$ cat config.mk
export PLATFORM = sky130hd
export DESIGN_NAME = fp_norm_round_pipe
export DESIGN_NICKNAME = d
export VERILOG_FILES = /design/src/rtl/fp_pkg.sv /design/src/rtl/fp_lzc.sv /design/src/rtl/fp_norm_round_pipe.sv
export SDC_FILE = /design/constraint.sdc
export NUM_CORES = 1
export LEC_CHECK = 0
export ABC_AREA = 1
export BUFFER_PORTS_ARGS = -buffer_cell sky130_fd_sc_hd__buf_2
export CAP_MARGIN = 10
export CELL_PAD_IN_SITES_DETAIL_PLACEMENT = 0
export CELL_PAD_IN_SITES_GLOBAL_PLACEMENT = 1
export CORE_MARGIN = 2
export CORE_UTILIZATION = 35
export DETAILED_ROUTE_END_ITERATION = 10
export GPL_ROUTABILITY_DRIVEN = 1
export PLACE_DENSITY = 0.74
export SKIP_CTS_REPAIR_TIMING = 1
export SLEW_MARGIN = 5
export SYNTH_ARGS = -nofsm -noshare
export SYNTH_HDL_FRONTEND = slang
export SYNTH_SLANG_ARGS = --single-unit
$ cat constraint.sdc
create_clock -name clk -period 4.2 [get_ports clk]
set_input_delay 0.42 -clock clk [delete_from_list [all_inputs] [get_ports clk]]
set_output_delay 0.42 -clock clk [all_outputs]
set_load 0.01 [all_outputs]
$ cat src/rtl/fp_pkg.sv
// Shared constants and types for the FP normalise/round datapath:
// rounding-mode encodings, flag bit positions and guard/round/sticky width.
package fp_pkg;

    typedef enum logic [1:0] {
        RND_RNE = 2'd0,
        RND_RTZ = 2'd1,
        RND_RUP = 2'd2,
        RND_RDN = 2'd3
    } rnd_mode_e;

    localparam int unsigned GRS_W     = 3;
    localparam int unsigned FLAG_W    = 4;
    localparam int unsigned FLAG_OVF  = 3;
    localparam int unsigned FLAG_UNF  = 2;
    localparam int unsigned FLAG_INX  = 1;
    localparam int unsigned FLAG_ZERO = 0;

    function automatic logic round_up(input rnd_mode_e mode, input logic sign,
                                      input logic lsb, input logic g,
                                      input logic r, input logic s);
        logic up;
        case (mode)
            RND_RNE: up = g & (r | s | lsb);
            RND_RTZ: up = 1'b0;
            RND_RUP: up = ~sign & (g | r | s);
            RND_RDN: up = sign & (g | r | s);
            default: up = 1'b0;
        endcase
        return up;
    endfunction

endpackage

$ cat src/rtl/fp_lzc.sv
// Parametrised leading-zero counter; count is 0 when the input is all zero,
// which is reported separately through all_zero.
module fp_lzc #(
    parameter int unsigned W  = 27,
    parameter int unsigned CW = $clog2(W)
) (
    input  logic [W-1:0]  in_vec,
    output logic [CW-1:0] count,
    output logic          all_zero
);

    // Scan upward so the highest set bit is the last one to assign the count.
    always_comb begin
        count = '0;
        for (int unsigned i = 0; i < W; i++) begin
            if (in_vec[i]) begin
                count = CW'(W - 1 - i);
            end
        end
    end

    assign all_zero = ~|in_vec;

endmodule

$ cat src/rtl/fp_norm_round_pipe.sv
// Two-stage FP normalise/round/pack pipeline with valid/ready on both sides.
// Define FP_ROUND_MODES_EN to honour rnd_mode; otherwise RNE only.
module fp_norm_round_pipe
    import fp_pkg::*;
#(
    parameter int unsigned EXP_W = 8,
    parameter int unsigned MAN_W = 23
) (
    input  logic                     clk,
    input  logic                     arst,
    input  logic                     in_valid,
    output logic                     in_ready,
    input  logic                     in_sign,
    input  logic [EXP_W-1:0]         in_exp,
    input  logic [MAN_W+3:0]         in_mant,
    input  logic                     in_carry,
    input  logic [1:0]               rnd_mode,
    output logic                     out_valid,
    input  logic                     out_ready,
    output logic [EXP_W+MAN_W:0]     out_result,
    output logic [FLAG_W-1:0]        out_flags
);

    localparam int unsigned SIG_W = MAN_W + 1 + GRS_W;
    localparam int unsigned CW    = $clog2(SIG_W);
    localparam int unsigned EW2   = EXP_W + 2;
    localparam logic signed [EW2-1:0] EXP_MAX  = EW2'((1 << EXP_W) - 1);
    localparam logic signed [EW2-1:0] EXP_ZERO = '0;

    logic                  s1_valid;
    logic                  s1_sign;
    logic signed [EW2-1:0] s1_exp;
    logic [SIG_W-1:0]      s1_sig;
    logic                  s1_zero;
    rnd_mode_e             s1_rnd;
    logic                  s2_valid;
    logic                  s1_adv;
    logic                  s2_adv;
    rnd_mode_e             in_rnd;

    assign s2_adv    = ~s2_valid | out_ready;
    assign s1_adv    = s1_valid & s2_adv;
    assign in_ready  = ~s1_valid | s1_adv;
    assign out_valid = s2_valid;

`ifdef FP_ROUND_MODES_EN
    assign in_rnd = rnd_mode_e'(rnd_mode);
`else
    logic unused_rnd_mode;
    assign unused_rnd_mode = ^rnd_mode;
    assign in_rnd = RND_RNE;
`endif

    // Stage 1: carry pre-shift or leading-zero normalisation.
    logic [CW-1:0]         lzc_cnt;
    logic                  lzc_zero;
    logic signed [EW2-1:0] n1_exp;
    logic [SIG_W-1:0]      n1_sig;

    fp_lzc #(.W(SIG_W), .CW(CW)) u_lzc (
        .in_vec   (in_mant),
        .count    (lzc_cnt),
        .all_zero (lzc_zero)
    );

    always_comb begin
        n1_exp = EW2'(in_exp);
        n1_sig = in_mant;
        if (in_carry) begin
            n1_sig = {1'b1, in_mant[SIG_W-1:2], |in_mant[1:0]};
            n1_exp = EW2'(in_exp) + EW2'(1);
        end else if (!in_mant[SIG_W-1]) begin
            n1_sig = in_mant << lzc_cnt;
            n1_exp = EW2'(in_exp) - EW2'(lzc_cnt);
        end
    end

    always_ff @(posedge clk or posedge arst) begin
        if (arst) begin
            s1_valid <= 1'b0;
            s1_sign  <= 1'b0;
            s1_exp   <= '0;
            s1_sig   <= '0;
            s1_zero  <= 1'b0;
            s1_rnd   <= RND_RNE;
        end else begin
            if (in_ready) begin
                s1_valid <= in_valid;
            end
            if (in_valid && in_ready) begin
                s1_sign <= in_sign;
                s1_exp  <= n1_exp;
                s1_sig  <= n1_sig;
                s1_zero <= ~in_carry & lzc_zero;
                s1_rnd  <= in_rnd;
            end
        end
    end

    // Stage 2: round, renormalise on carry-out, exceptions, pack.
    logic                  rnd_up;
    logic [MAN_W+1:0]      mant_r;
    logic signed [EW2-1:0] exp_f;
    logic [MAN_W-1:0]      frac;
    logic [EXP_W+MAN_W:0]  n2_result;
    logic [FLAG_W-1:0]     n2_flags;

    always_comb begin
        rnd_up = round_up(s1_rnd, s1_sign, s1_sig[GRS_W], s1_sig[2], s1_sig[1], s1_sig[0]);
        mant_r = {1'b0, s1_sig[SIG_W-1:GRS_W]} + (MAN_W+2)'(rnd_up);
        exp_f  = s1_exp + EW2'(mant_r[MAN_W+1]);
        frac   = mant_r[MAN_W+1] ? mant_r[MAN_W:1] : mant_r[MAN_W-1:0];

        n2_flags           = '0;
        n2_flags[FLAG_INX] = |s1_sig[GRS_W-1:0];
        n2_result          = {s1_sign, exp_f[EXP_W-1:0], frac};

        if (s1_zero) begin
            n2_result           = {s1_sign, {(EXP_W+MAN_W){1'b0}}};
            n2_flags            = '0;
            n2_flags[FLAG_ZERO] = 1'b1;
        end else if (exp_f >= EXP_MAX) begin
            n2_result           = {s1_sign, {EXP_W{1'b1}}, {MAN_W{1'b0}}};
            n2_flags            = '0;
            n2_flags[FLAG_OVF]  = 1'b1;
            n2_flags[FLAG_INX]  = 1'b1;
        end else if (exp_f <= EXP_ZERO) begin
            n2_result           = {s1_sign, {(EXP_W+MAN_W){1'b0}}};
            n2_flags            = '0;
            n2_flags[FLAG_UNF]  = 1'b1;
            n2_flags[FLAG_ZERO] = 1'b1;
        end
    end

    always_ff @(posedge clk or posedge arst) begin
        if (arst) begin
            s2_valid   <= 1'b0;
            out_result <= '0;
            out_flags  <= '0;
        end else begin
            if (s2_adv) begin
                s2_valid <= s1_valid;
            end
            if (s1_adv) begin
                out_result <= n2_result;
                out_flags  <= n2_flags;
            end
        end
    end

endmodule

==> metrics.txt, run 1 <==
CP arrival ~4200 ps; Initial Utilization 0.3600; largest net degree at the start of global routing 55; Total Neg Setup Slack 0 ps; Max clock buf depth 2; Iter 0 DRT Violations approximately 560; VDD IR max 273.5 µV; Layout area overhead 19.68%; clock skew approximately 6.3 ps; Mean Syn Cell Area ~6.5 µm²; Post-synth EDFFs 0; Pre-antenna DRT Iters 6; wire length per cell 15.66 µm; DRC violations left 0; crit path launch s1_sig[3]; Critical Path Fanout Max 10; Fin. Hold Viols 0; status finished clean; Die Wd 137.8 µm; flop2flop setup slack between 200 and 250 ps; Worst slew margin 0.4432; Fmax achieved ~250 MHz; post-synthesis sequential area ratio 0.3073; most common cell after layout, fill and taps aside nand2_1; CP Capture Point out_result[15]; Setup CP Type reg2reg; R2R cell count 28; via count between 6,000 and 7,000; Synth cell types approximately 50; Hold Crit Class in2async; crit end category flop; total gr overflow 0; clk_lat worst skew roughly 340 ps; Nets 1,098; Max Slew Vio Count 0; gp weighted congestion 0.8840; Worst-Margin Slew 834.3 ps; die area around 19,000 µm²; count of final setup violators 0; initial antenna violation count 0; Critical R2R Launch s1_sig[3]; first-pass GRT wire length approximately 32,000 µm; Ports ~80; layout cells sized above 1 0.1878; Die Span Y between 100 and 150 µm; post-DP HPWL approximately 15,000 µm; total of max-cap violations 0; Clock Tree Root clkbuf_16; critical path startpoint category flop; clk sinks between 70 and 80; Port Buffers slightly below 80; CTS tree yes; CP max-delay cell dfrtp_1; CTS clk-pin slew, worst paths roughly 60 ps; Crit path depth 28; Total Wirelength around 20,000 µm; biggest cell delay along the critical path between 300 and 400 ps; cell count after synthesis just under 1,000; synthesized area between 6000 and 7000 µm²; commonest register cell after synthesis dfrtp_1; Final period util 0.9502; clock buffer count from CTS 9; CTS H-tree depth 3; Crit path buffers/inverters 4; most frequent cells in the layout 266 x nand2_1, 135 x nand3_1, 88 x inv_1; Synth Warn # 0; CP dominant cell by count nand2_2; vias per cell around 5.2; Mapped Nets 1,015; #FFs+latches synth 77; Final Total Pwr between 2000 and 3000 µW; WP data required around 4400 ps; r2r endpoint out_result[15]; CP top delay family simple AND/OR/NAND/NOR gates; ys async rst share 1.000; core footprint roughly 17,000 µm²; Lkg Pwr approximately 0.0037 µW; post-route minimum period around 4000 ps; hold_ws 128.9 ps; number of global-route vias before repair between 6,000 and 7,000; Ant. Diodes 0; row cnt 48; post-route ant nets 0; GRT Total Usage 0.2132; Power Density ~380 nW/µm²
==> flip-flops by register name, summed over array words and instances (netlist names) <==
register	cells
out_flags	4
out_result	32
out_valid	1
s1_exp	10
s1_sig	27
s1_sign	1
s1_valid	1
s1_zero	1
==> synthesized netlist by cell type (all sizes together) (3+ instances only) <==
library cell | count | area (µm²)
dfrtp | 77 | 1927
nand3 | 145 | 765.7
a31oi | 4 | 25.02
nor4 | 5 | 31.28
a32o | 7 | 70.07
ha | 9 | 112.6
nor3 | 28 | 156.4
o21ai | 64 | 324.1
buf | 17 | 103.9
nor2 | 71 | 271.5
clkbuf | 21 | 78.83
o31ai | 4 | 30.03
nand3b | 3 | 22.52
xor2 | 22 | 192.7
a211oi | 8 | 60.06
a21oi | 52 | 290.3
nand2 | 288 | 1142
nand4 | 14 | 87.58
inv | 97 | 364.1
xnor2 | 5 | 43.79
==> cell type report <==
cell class / count / area, µm²
fillers: 1874 / 9913
multi-input cells: 749 / 3941
flip-flops and latches: 77 / 1927
repair buffers: 110 / 634.4
inverters: 98 / 371.6
well taps: 225 / 281.5
clock buffers: 11 / 252.7
clock inverters: 4 / 95.09
==> cells by family after synthesis <==
family	share of synthesized area
XOR/XNOR	0.03772
AO/OA/AOI/OAI	0.1455
buffers and inverters	0.08781
flip-flops	0.3073
adder cells (fa/ha/maj)	0.02115
AND/OR/NAND/NOR	0.4005
==> power breakdown <==
| part | switching (µW) | leakage [µW] | internal [µW] |
|---|---|---|---|
| sequential | 126 | 0.000953 | 913 |
| clock | 289 | 0.000172 | 608 |
| combinational | 583 | 0.00258 | 350 |
==> worst min-delay path by stage <==
| stage | to | slack [ps] | cells after the start |
|---|---|---|---|
| after floorplan | out_result[31] | 440 | 2 |
| after global placement | out_result[27] | 460 | 1 |
| after detailed placement | out_result[31] | 460 | 2 |
| after CTS | out_flags[3] | 150 | 2 |
| after global routing | out_flags[3] | 180 | 2 |
| final | out_flags[3] | 130 | 2 |
==> routing by layer <==
layer,vias to the layer above,track usage,wire length (µm),part of all wire
met5,-,0,0,0
met4,0,0.06916,352,0.018
li1,3391,-,-,-
met3,26,0.01141,879,0.044
met1,3050,0.3120,9914,0.50
met2,198,0.3353,8809,0.44
==> through the flow <==
step / setup slack, ps / cells / cell area [µm²] / utilization
finish: 209.2 / 1274 / 7503 / 0.4308
global route: -133.2 / 1274 / 7503 / 0.4308
detailed placement: -61.85 / 1256 / 6980 / 0.4008
global placement: 60.70 / 1256 / 6980 / 0.4008
floorplan: 237.1 / 962 / 6270 / -
CTS: -145.5 / 1271 / 7328 / 0.4208
(Power assumes the default switching activity.)
==> run 2: changes to the inputs <==
--- a/config.mk
+++ b/config.mk
@@ -14,7 +14,7 @@
 export CORE_UTILIZATION = 35
 export DETAILED_ROUTE_END_ITERATION = 10
 export GPL_ROUTABILITY_DRIVEN = 1
-export PLACE_DENSITY = 0.74
+export PLACE_DENSITY = 0.71
 export SKIP_CTS_REPAIR_TIMING = 1
 export SLEW_MARGIN = 5
 export SYNTH_ARGS = -nofsm -noshare
==> constraint.sdc (replaced) <==
create_clock -name clk -period 4.6 [get_ports clk]
set_input_delay 0.46 -clock clk [delete_from_list [all_inputs] [get_ports clk]]
set_output_delay 0.46 -clock clk [all_outputs]
set_load 0.01 [all_outputs]
==> metrics.txt, run 2 (synthesized netlist as in run 1, its figures left out) <==
Die Wd 137.8 µm (unchanged); Pre-antenna DRT Iters 6 (unchanged); Iter 0 DRT Violations 488 (-12%); Setup CP Type reg2reg; gp weighted congestion 0.9032 (+2.2%); crit end category flop; WP data required 4820 ps (+400 ps); CTS clk-pin slew, worst paths 60 ps (about the same); CP arrival 4470 ps (+260 ps); count of final setup violators 0 (unchanged); Power Density 330.4 nW/µm² (-14%); layout cells sized above 1 0.1665 (-0.02129); Lkg Pwr 0.003590 µW (-3.2%); initial antenna violation count 0 (unchanged); Die Span Y 137.8 µm (unchanged); wire length per cell 15.88 µm (+1.4%); row cnt 48 (unchanged); Worst-Margin Slew 850.8 ps (+16.56 ps); Final period util 0.9242 (-0.02599); Max Slew Vio Count 0 (unchanged); GRT Total Usage 0.2141 (+0.0009874); Nets 1,082 (-1.5%); Core Util, Final 0.4164 (-0.01444); clock share of power 0.260 (-0.053); area of the multi-input gates 3904 µm² (-0.95%); CP max-delay cell dfrtp_1; biggest regs out_result x32, s1_sig x27, s1_exp x10; hold_ws 186.3 ps (+57.37 ps); critical path startpoint category flop; placed cell count 1,238 (-1.4%); largest net degree at the start of global routing 55 (unchanged); number of global-route vias before repair 5,961 (-3.9%); Fmax achieved 235.2 MHz (-6.1%); DRC violations left 0 (unchanged); clock buffer count from CTS 9 (unchanged); Ports 81 (unchanged); post-DP HPWL 15,090 µm (+0.62%); # fillers 1,916 (+2.2%); register area 1927 µm² (unchanged); most frequent cells in the layout 267 x nand2_1, 135 x nand3_1, 90 x inv_1; Port Buffers 78 (unchanged); Critical Path Fanout Max 7 (-3); Fin. Hold Viols 0 (unchanged); Top reg by flops out_result; Flop pwr share 0.395 (+0.033); clk_lat worst skew 330 ps (about the same); Clock Tree Root clkbuf_16; total gr overflow 0 (unchanged); Total Wirelength 19,970 µm (about the same); Switching Power 885.2 µW (-11%); first-pass GRT wire length 31,830 µm (-0.33%); Switching Fraction 0.3695 (+0.02138); VDD IR max 235.7 µV (-14%); via count 6,608 (-0.86%); Final Total Pwr 2396 µW (-16%); Max clock buf depth 2 (unchanged); vias per cell 5.253 (+0.41%); CTS H-tree depth 3 (unchanged); Hold Crit Class in2async; DP Area 6845 µm² (-1.9%); post-route ant nets 0 (unchanged); clk sinks 77 (unchanged); core footprint 17,420 µm² (unchanged); Initial Utilization 0.3600 (unchanged); post-layout instance area 7252 µm² (-3.4%); Non-Filler Instances 1,258 (-1.3%); clock skew 6.555 ps (+0.2630 ps); Crit path buffers/inverters 3 (-1); Comb power frac 0.346 (+0.021); total of max-cap violations 0 (unchanged); die area 19,000 µm² (unchanged); CP top delay family simple AND/OR/NAND/NOR gates; P_int 1511 µW (-19%); max reg flops 32 (unchanged); Ant. Diodes 0 (unchanged); status finished clean; Worst slew margin 0.4328 (-0.01043); most common cell after layout, fill and taps aside nand2_1; biggest cell delay along the critical path 360 ps (about the same); post-route minimum period 4251 ps (+260.5 ps); CTS tree yes; Layout area overhead 15.67%
run 2: cell types whose count changed in the layout (fill, tap and decap cells not counted), sizes merged:
| cell | previous run | this run |
|---|---|---|
| buf | 110 | 94 |
| bufinv | 3 | 0 |
| clkinv | 3 | 4 |
| clkbuf | 11 | 13 |
run 2: power groups by stage:
| stage | clock network, µW | registers (µW) | logic, µW |
|---|---|---|---|
| final | 622 | 945 | 828 |
| after global routing | 668 | 969 | 939 |
| after CTS | 640 | 943 | 806 |
| after detailed placement | 0 | 955 | 802 |
| after global placement | 0 | 950 | 803 |
| after floorplan | 0 | 983 | 486 |
run 2: final timing paths:
kind | from | end | slack [ps] | depth (start not counted)
min in group clk | in_sign | s1_sign | 330 | 3
worst max register to register | s1_sig[3] | out_result[7] | 350 | 27
worst min-delay path | arst | out_flags[3] | 190 | 2
max in group asynchronous | arst | s1_sig[10] | 3490 | 3
worst min register to register | out_result[10] | out_result[10] | 470 | 2
worst max-delay path | s1_sig[3] | out_result[7] | 350 | 27
run 2: layer usage:
metal	global-route usage	routed length (µm)	up-vias
met5	0	0	-
met4	0.07256	452	0
met3	0.01876	995	27
met2	0.3204	8701	194
met1	0.3212	9824	3026
li1	-	-	3361
run 2: through the flow:
step                      worst slack, ps  setup TNS (ps)
final                               348.7               0
after global routing               -79.77          -614.4
after CTS                           104.4               0
after detailed placement            119.2               0
after global placement              260.7               0
after floorplan                     637.1               0
run 2: layout make-up:
class | instances | share of cell area
Multi-Input combinational cell | 749 | 0.5383
Sequential cell | 77 | 0.2657
Timing Repair Buffer | 94 | 0.07039
Inverter | 98 | 0.05090
Tap cell | 225 | 0.03882
Clock buffer | 13 | 0.03451
Clock inverter | 2 | 0.001380
==> run 3: changes to the inputs <==
--- a/config.mk
+++ b/config.mk
@@ -14,6 +14,7 @@
 export CORE_UTILIZATION = 35
 export DETAILED_ROUTE_END_ITERATION = 10
 export GPL_ROUTABILITY_DRIVEN = 1
+export MAX_ROUTING_LAYER = met4
 export PLACE_DENSITY = 0.71
 export SKIP_CTS_REPAIR_TIMING = 1
 export SLEW_MARGIN = 5
==> metrics.txt, run 3 (synthesized netlist as in run 1, its figures left out) <==
total of max-cap violations 0 (unchanged); Hold Crit Class in2async; first-pass GRT wire length 31,860 µm (about the same); crit end category flop; Final Total Pwr 2398 µW (about the same); Power Density 330.7 nW/µm² (about the same); count of final setup violators 0 (unchanged); Top reg by flops out_result; Ant. Diodes 0 (unchanged); most common cell after layout, fill and taps aside nand2_1; total gr overflow 0 (unchanged); WP data required 4820 ps (about the same); post-route ant nets 0 (unchanged); CTS clk-pin slew, worst paths 60 ps (about the same); Initial Utilization 0.3600 (unchanged); Total Wirelength 20,060 µm (+0.45%); gp weighted congestion 0.9187 (+1.7%); status finished clean; Worst slew margin 0.4294 (-0.003354); post-DP HPWL 15,090 µm (unchanged); vias per cell 5.246 (-0.12%); Setup CP Type reg2reg; Critical Path Fanout Max 7 (unchanged); Nets 1,082 (unchanged); VDD IR max 235.7 µV (about the same); initial antenna violation count 0 (unchanged); number of global-route vias before repair 5,967 (+0.10%); Layout area overhead 15.67% (unchanged); max reg flops 32 (unchanged); Ports 81 (unchanged); Lkg Pwr 0.003590 µW (unchanged); Port Buffers 78 (unchanged); CTS tree yes; row cnt 48 (unchanged); Worst-Margin Slew 855.8 ps (+5.031 ps); DRC violations left 0 (unchanged); Fmax achieved 234.9 MHz (-0.13%); Pre-antenna DRT Iters 5 (-1); biggest regs out_result x32, s1_sig x27, s1_exp x10; largest net degree at the start of global routing 55 (unchanged); via count 6,600 (-0.12%); Max Slew Vio Count 0 (unchanged); most frequent cells in the layout 267 x nand2_1, 135 x nand3_1, 90 x inv_1; post-route minimum period 4257 ps (+5.572 ps); wire length per cell 15.95 µm (+0.45%); Die Wd 137.8 µm (unchanged); # fillers 1,916 (unchanged); clock buffer count from CTS 9 (unchanged); clk sinks 77 (unchanged); clk_lat worst skew 330 ps (about the same); CP arrival 4480 ps (about the same); Max clock buf depth 2 (unchanged); Die Span Y 137.8 µm (unchanged); Fin. Hold Viols 0 (unchanged); CTS H-tree depth 3 (unchanged); die area 19,000 µm² (unchanged); Final period util 0.9254 (+0.001211); Iter 0 DRT Violations 468 (-4.1%); Total Neg Setup Slack 0 ps (unchanged); layout cells sized above 1 0.1665 (unchanged); core footprint 17,420 µm² (unchanged); GRT Total Usage 0.2205 (+0.006395); Clock Tree Root clkbuf_16; critical path startpoint category flop; clock skew 5.972 ps (-0.5832 ps)
-- run 3: layer usage --
metal,GRT usage,wire [µm],part of all wire,vias up
met5,-,0,0,-
met4,0.07937,502,0.025,0
met3,0.01435,897,0.045,33
met2,0.3201,8668,0.43,190
met1,0.3221,9995,0.50,3020
li1,-,-,-,3357
-- run 3: power breakdown --
part | internal (µW) | switching [µW]
Clock | 375 | 248
Sequential | 833 | 112
Combinational | 302 | 527
Total | 1510 | 887
-- run 3: final cells by class --
type	instances	area, µm²	area share
well taps	225	281.5	0.03882
inverters	98	369.1	0.05090
flip-flops and latches	77	1927	0.2657
repair buffers	94	510.5	0.07039
multi-input cells	749	3904	0.5383
clock buffers	13	250.2	0.03451
clock inverters	2	10.01	0.001380
-- run 3: worst paths after layout --
check	endpoint	startpoint	depth (start not counted)	slack (ps)
max in group asynchronous	s1_sig[10]	arst	3	3490
setup reg to reg	out_result[7]	s1_sig[3]	27	340
hold reg to reg	out_result[10]	out_result[10]	2	470
hold / removal	out_flags[3]	arst	2	180
min in group clk	s1_sign	in_sign	3	320
setup / recovery	out_result[7]	s1_sig[3]	27	340
-- run 3: worst max-delay path, stage by stage, from the launching register on --
cell      delay [ps]
dfrtp_1          360
nand2_1           70
inv_1             70
ha_1             160
nand2_2           90
nor3_4           160
nand2_2          100
nor4_2           230
nand4_1          170
nor3_2           190
nand3_1          110
nor2_1           100
nand4_1          150
nor2_2           180
ha_2             210
ha_2             190
nand2_1           90
nor2_4           160
nand3_2           90
nand3b_1         180
xor2_1           170
nand3_1          100
nand2_2           90
nor2_4           120
inv_2             60
nor2_4           130
inv_2             90
o41ai_2          340
-- run 3: stage by stage --
stage	hold slack [ps]	worst slack, ps	utilization	instance area, µm²	std cells
after floorplan	442.2	637.1	-	6270	962
after detailed placement	463.6	119.2	0.3930	6845	1238
after global placement	457.2	260.7	0.3930	6845	1238
final	183.6	343.1	0.4164	7252	1258
after CTS	202.0	104.4	0.4080	7106	1253
after global routing	238.6	-79.63	0.4164	7252	1258
